==> config.mk <==
export PLATFORM = sky130hd
export DESIGN_NAME = bus_master_if_flat
export DESIGN_NICKNAME = d
export VERILOG_FILES = /design/src/rtl/bus_master_if_if.sv /design/src/rtl/bus_master_if.sv /design/src/flat_wrapper.sv
export SDC_FILE = /design/constraint.sdc
export NUM_CORES = 1
export LEC_CHECK = 0
export CAP_MARGIN = 20
export CORE_UTILIZATION = 37
export DETAILED_ROUTE_END_ITERATION = 8
export PLACE_DENSITY = 0.85
export SYNTH_ARGS = -nofsm -noshare
export SYNTH_HDL_FRONTEND = slang
export SYNTH_SLANG_ARGS = --single-unit
export TNS_END_PERCENT = 50
==> constraint.sdc <==
create_clock -name clk -period 1.63 [get_ports clk]
set_input_delay 0.326 -clock clk [delete_from_list [all_inputs] [get_ports clk]]
set_output_delay 0.326 -clock clk [all_outputs]
set_load 0.02 [all_outputs]
==> src/rtl/bus_master_if_if.sv <==
// Bus-side signal bundle for one bus master port.
// The master modport drives request/strobe/address/data and consumes
// grant, read data and ready. The slave modport is the mirror image,
// for arbiter/slave-mux models on the other side.
interface bus_master_if_if #(
    parameter int ADDR_W = 30,
    parameter int DATA_W = 32
) ();
    logic              bus_req_;
    logic              bus_grnt_;
    logic [ADDR_W-1:0] bus_addr;
    logic              bus_as_;
    logic              bus_rw;
    logic [DATA_W-1:0] bus_wr_data;
    logic [DATA_W-1:0] bus_rd_data;
    logic              bus_rdy_;

    modport master (
        output bus_req_, bus_addr, bus_as_, bus_rw, bus_wr_data,
        input  bus_grnt_, bus_rd_data, bus_rdy_
    );

    modport slave (
        input  bus_req_, bus_addr, bus_as_, bus_rw, bus_wr_data,
        output bus_grnt_, bus_rd_data, bus_rdy_
    );
endinterface

==> src/rtl/bus_master_if.sv <==
// Master-side bus interface for a CPU pipeline stage.
// Turns a core access (as_/rw/addr/wr_data) into request -> grant ->
// one-cycle address strobe -> wait for ready, and holds busy high so the
// pipeline stalls for the whole transaction. All bus outputs are registered.
// Optional feature macro: BUS_IF_TIMEOUT_EN adds an ACCESS-phase timeout
// (TIMEOUT_CYC cycles, 1..255) that aborts the access and pulses err.
module bus_master_if #(
    parameter int ADDR_W = 30,
    parameter int DATA_W = 32
`ifdef BUS_IF_TIMEOUT_EN
    ,
    parameter int TIMEOUT_CYC = 255
`endif
) (
    input  logic              clk,
    input  logic              reset,
    input  logic              stall,
    input  logic              flush,
    input  logic [ADDR_W-1:0] addr,
    input  logic              as_,
    input  logic              rw,
    input  logic [DATA_W-1:0] wr_data,
    output logic [DATA_W-1:0] rd_data,
    output logic              busy,
    output logic              err,
    bus_master_if_if.master   bus
);
    localparam logic [1:0] ST_IDLE   = 2'd0;
    localparam logic [1:0] ST_REQ    = 2'd1;
    localparam logic [1:0] ST_ACCESS = 2'd2;
    localparam logic [1:0] ST_STALL  = 2'd3;

    localparam logic READ = 1'b1;

    logic [1:0]        r_state;
    logic              r_req_;
    logic              r_as_;
    logic              r_rw;
    logic [ADDR_W-1:0] r_addr;
    logic [DATA_W-1:0] r_wr_data;
    logic [DATA_W-1:0] r_rd_buf;

    logic w_start;
    logic w_rdy;
    logic w_done;
    logic w_timeout;

`ifdef BUS_IF_TIMEOUT_EN
    localparam logic [7:0] TO_LAST = 8'(TIMEOUT_CYC - 1);
    logic [7:0] r_cnt;
    logic       r_err;

    // Expiry is the TIMEOUT_CYC-th ACCESS cycle without ready; ready in that
    // same cycle takes priority because w_timeout requires rdy_ high.
    assign w_timeout = (r_state == ST_ACCESS) && bus.bus_rdy_ && (r_cnt == TO_LAST);
    assign err       = r_err;

    // Count ACCESS cycles spent waiting for the slave; one-cycle err pulse on expiry.
    always_ff @(posedge clk) begin
        if (!reset) begin
            r_cnt <= 8'd0;
            r_err <= 1'b0;
        end else begin
            r_err <= w_timeout;
            if (r_state == ST_REQ && !bus.bus_grnt_) begin
                r_cnt <= 8'd0;
            end else if (r_state == ST_ACCESS && bus.bus_rdy_) begin
                r_cnt <= r_cnt + 8'd1;
            end
        end
    end
`else
    assign w_timeout = 1'b0;
    assign err       = 1'b0;
`endif

    assign w_start = (r_state == ST_IDLE) && !as_ && !flush;
    assign w_rdy   = (r_state == ST_ACCESS) && !bus.bus_rdy_;
    assign w_done  = w_rdy || w_timeout;

    // Stall the pipeline from the accepting IDLE cycle until the access ends.
    assign busy = w_start || (r_state == ST_REQ) || (r_state == ST_ACCESS);

    assign rd_data         = r_rd_buf;
    assign bus.bus_req_    = r_req_;
    assign bus.bus_as_     = r_as_;
    assign bus.bus_rw      = r_rw;
    assign bus.bus_addr    = r_addr;
    assign bus.bus_wr_data = r_wr_data;

    // Transaction FSM and registered bus outputs.
    always_ff @(posedge clk) begin
        if (!reset) begin
            r_state   <= ST_IDLE;
            r_req_    <= 1'b1;
            r_as_     <= 1'b1;
            r_rw      <= READ;
            r_addr    <= '0;
            r_wr_data <= '0;
            r_rd_buf  <= '0;
        end else begin
            case (r_state)
                ST_IDLE: begin
                    // flush suppresses a new request even when as_ is low
                    if (w_start) begin
                        r_addr    <= addr;
                        r_rw      <= rw;
                        r_wr_data <= wr_data;
                        r_req_    <= 1'b0;
                        r_state   <= ST_REQ;
                    end
                end
                ST_REQ: begin
                    if (!bus.bus_grnt_) begin
                        r_as_   <= 1'b0;
                        r_state <= ST_ACCESS;
                    end
                end
                ST_ACCESS: begin
                    // bus_req_ stays low here so the arbiter keeps us granted
                    r_as_ <= 1'b1;
                    if (w_done) begin
                        if (w_rdy) begin
                            if (r_rw == READ) begin
                                r_rd_buf <= bus.bus_rd_data;
                            end
                        end else begin
                            r_rd_buf <= '0;
                        end
                        r_req_    <= 1'b1;
                        r_addr    <= '0;
                        r_wr_data <= '0;
                        r_rw      <= READ;
                        r_state   <= stall ? ST_STALL : ST_IDLE;
                    end
                end
                ST_STALL: begin
                    if (!stall) begin
                        r_state <= ST_IDLE;
                    end
                end
                default: r_state <= ST_IDLE;
            endcase
        end
    end
endmodule

==> src/flat_wrapper.sv <==
// flat-port wrapper written by rule: the top's interface ports become plain ports
module bus_master_if_flat 
#(
    parameter int ADDR_W = 30,
    parameter int DATA_W = 32

)
  (clk, reset, stall, flush, addr, as_, rw, wr_data, rd_data, busy, err, bus_bus_req_, bus_bus_addr, bus_bus_as_, bus_bus_rw, bus_bus_wr_data, bus_bus_grnt_, bus_bus_rd_data, bus_bus_rdy_);
  bus_master_if_if #(.ADDR_W(ADDR_W), .DATA_W(DATA_W)) bus_i ();
  input  logic clk;
  input  logic reset;
  input  logic stall;
  input  logic flush;
  input  logic [ADDR_W-1:0] addr;
  input  logic as_;
  input  logic rw;
  input  logic [DATA_W-1:0] wr_data;
  output logic [DATA_W-1:0] rd_data;
  output logic busy;
  output logic err;
  output wire logic [$bits(bus_i.bus_req_)-1:0] bus_bus_req_;
  output wire logic [$bits(bus_i.bus_addr)-1:0] bus_bus_addr;
  output wire logic [$bits(bus_i.bus_as_)-1:0] bus_bus_as_;
  output wire logic [$bits(bus_i.bus_rw)-1:0] bus_bus_rw;
  output wire logic [$bits(bus_i.bus_wr_data)-1:0] bus_bus_wr_data;
  input wire logic [$bits(bus_i.bus_grnt_)-1:0] bus_bus_grnt_;
  input wire logic [$bits(bus_i.bus_rd_data)-1:0] bus_bus_rd_data;
  input wire logic [$bits(bus_i.bus_rdy_)-1:0] bus_bus_rdy_;
  assign bus_bus_req_ = bus_i.bus_req_;
  assign bus_bus_addr = bus_i.bus_addr;
  assign bus_bus_as_ = bus_i.bus_as_;
  assign bus_bus_rw = bus_i.bus_rw;
  assign bus_bus_wr_data = bus_i.bus_wr_data;
  assign bus_i.bus_grnt_ = bus_bus_grnt_;
  assign bus_i.bus_rd_data = bus_bus_rd_data;
  assign bus_i.bus_rdy_ = bus_bus_rdy_;
  bus_master_if #(.ADDR_W(ADDR_W), .DATA_W(DATA_W)) u_core (.clk(clk), .reset(reset), .stall(stall), .flush(flush), .addr(addr), .as_(as_), .rw(rw), .wr_data(wr_data), .rd_data(rd_data), .busy(busy), .err(err), .bus(bus_i));
endmodule
==> impl_metrics.toml <==
[job]
maxCapViolCount = 0

[sta]
slew_violations = 0
grt_setup_unrepaired = "false"
period_minus_slack_ns = 1.58
hold_slack_ns = 0.456
setup_viol = 0
finalCritPeriodShare = 0.972
fmax_mhz = 631
skew_ns = 0.0152
finalHoldViolations = 0

[finish]
fin_nets = 618
diodes = 0
area_growth_pct = 67.4
drive_above_1_share = 0.0902
finalNonFillerCells = 629

[floorplan]
start_util = 0.384
rows = 34
coreArea_sq_um = 8720
dieArea_sq_um = 9430
die_w_microns = 97.1
dieHeight_microns = 97.1
io_pins = 201

[worst_setup_path]
setup.worst_path.start_class = "flop"
cp.required_ns = 1.93
path_max_fanout = 21
r2r-start = "u_core.r_state[0]"
path_class = "reg -> reg"
cp_cell_sequence = "buf_6 -> and2b_4 -> a221oi_4 -> buf_4 -> clkbuf_16 -> a22o_1"
critPathArrivalTime_ns = 1.89
worstSetupEndpointType = "flop"
critPathLaunch = "u_core.r_state[0]"
slowest_delay_ns = 0.39
slowest_stage = "dfxtp_4"

[cts]
cts-buffers-inserted = 9
insertion_delay_ns = 0.35
cts_tree = "built"
h-tree-depth = 3
hold_buffers = 0
clock-sinks = 99
clkTransAtPathRegs_ns = 0.10
clockBufferDepth = 2
cts-root-buf = "clkbuf_8"

[drt]
dr.pass1.iters = 4
post_drt_wl_per_cell_microns = 15.7
ant_nets = 0
vias = 3118
first_iter_violations = 63
viasPerCell = 4.96
wirelength_microns = 9860
drc = 0

[logic_synthesis]
avgSynthCellArea_sq_um = 10.7
syn_nets = 414
synthArstFlopShare = 0
yosysTopAreaCell = "dfxtp_1"
synth.most_common_cell = "dfxtp_1"
synthCells = 312
synth.distinct_cells = 25
synth_ff_type = "dfxtp_1"
syn_area_sq_um = 3350
yosys_register_bits = 99
synth_enable_flop_cells = 0
synth-seq-area-share = 0.592
synth_common_cells = "dfxtp_1, nand2_1, a22o_1"
yosysWarningCount = 0
ys_top_cells_by_area = "dfxtp_1, a22o_1, nand2_1, a21oi_1, buf_6"
synth_top_area_share = 0.592

[global_route]
grt_pass1_wl_microns = 15500
grt_pass1_vias = 3149
antenna_found_initial = 0
grt_max_degree = 53
overflow = 0
grt_usage = 0.203

[power_and_ir_drop]
p_leak_uw = 0.00258
ir_drop_mv = 0.507
powerDensity_nw_per_um2 = 908

[placed_design]
place_congestion = 0.856
place_hpwl_microns = 7210
dp_cells = 610
port_buffers = 199

[status]
status = "completed"

[hold_path]
min-delay-start = "u_core.rd_data[8]"
min_path_type = "reg -> reg"
-- stage by stage --
| stage | area (sq um) | power, uW | utilization | setup slack [ns] | setup TNS [ns] |
|---|---|---|---|---|---|
| after CTS | 5540 | 5110 | 0.635 | 0.0000279 | 0 |
| final | 5600 | 5090 | 0.642 | 0.0455 | 0 |
| after global routing | 5600 | 5300 | 0.642 | 0.00218 | 0 |
| after global placement | 5440 | 3470 | 0.624 | -0.380 | -14.84 |
| after floorplan | 3350 | 2990 | - | 0.250 | 0 |
| after detailed placement | 5440 | 3490 | 0.624 | -0.411 | -16.20 |
-- power breakdown --
| part | leakage, uW | total (uW) | switching (uW) | internal, uW |
|---|---|---|---|---|
| sequential | 0.000806 | 2570 | 53.9 | 2520 |
| combinational | 0.00167 | 812 | 365 | 447 |
| clock | 0.000104 | 1700 | 825 | 875 |
-- critical path, delay by kind of cell, from the launching register on --
family                 cells  cell delay, ns
AO/OA/AOI/OAI              2            0.45
buffers and inverters      3            0.50
flip-flops                 1            0.39
AND/OR/NAND/NOR            1            0.21
-- area by class of cell --
cell class,instances,area [sq um]
Tap cell,108,135
Timing Repair Buffer,219,2100
Fill cell,734,3120
Inverter,3,11.3
Sequential cell,99,1990
Multi-Input combinational cell,184,1150
Clock buffer,11,131
Clock inverter,5,85.1
-- path summary, 6_finish.rpt --
check	to	slack [ns]	cells past startpoint
hold reg to reg	u_core.rd_data[8]	0.46	2
setup reg to reg	u_core.bus.bus_addr[8]	0.05	6
setup / recovery	u_core.bus.bus_addr[8]	0.05	6
hold / removal	u_core.rd_data[8]	0.46	2
-- layout by cell type (no fill, tap or decap), drive strengths merged --
cell type	instances
clkdlybuf4s50	100
dfxtp	99
dlygate4sd2	95
nand2	65
a22o	62
a21oi	37
buf	20
clkbuf	12
o21ai	4
inv	4
nor2	4
dlymetal6s2s	3
bufinv	2
nor3	2
and2b	2
a221oi	2
or3	1
and4bb	1
nand4bb	1
or3b	1
nor4	1
conb	1
clkinvlp	1
clkinv	1
-- cell families after synthesis --
logic type | synth area share
simple gates | 0.106
compound gates | 0.234
buf+inv | 0.0665
flops | 0.592
other cells | 0.00112
-- flip-flops by register name, indices dropped and copies added, names as in the netlist --
name and flops:
u_core.bus.bus_addr 30, u_core.bus.bus_wr_data 32, u_core.bus.bus_as_ 1, u_core.r_state 2, u_core.rd_data 32, u_core.bus.bus_req_ 1
u_core.bus.bus_rw 1
-- repair_timing --
action | CTS | global route
gates resized for setup | 100 | 10
pin swaps | 0 | 2
endpoints found under the hold margin | 0 | 0
endpoints found under the setup margin | 117 | 67
gates cloned | 0 | 1
setup buffers | 0 | 2
-- routing by layer --
metal | share of wire | GRT usage | wire length (microns) | up-vias
li1 | - | - | - | 1507
met1 | 0.41 | 0.226 | 4070 | 1461
met2 | 0.50 | 0.362 | 4880 | 144
met3 | 0.085 | 0.0719 | 835 | 6
met4 | 0.0073 | 0.0608 | 72 | 0
met5 | 0 | 0 | 0 | -
(Power assumes the default switching activity.)
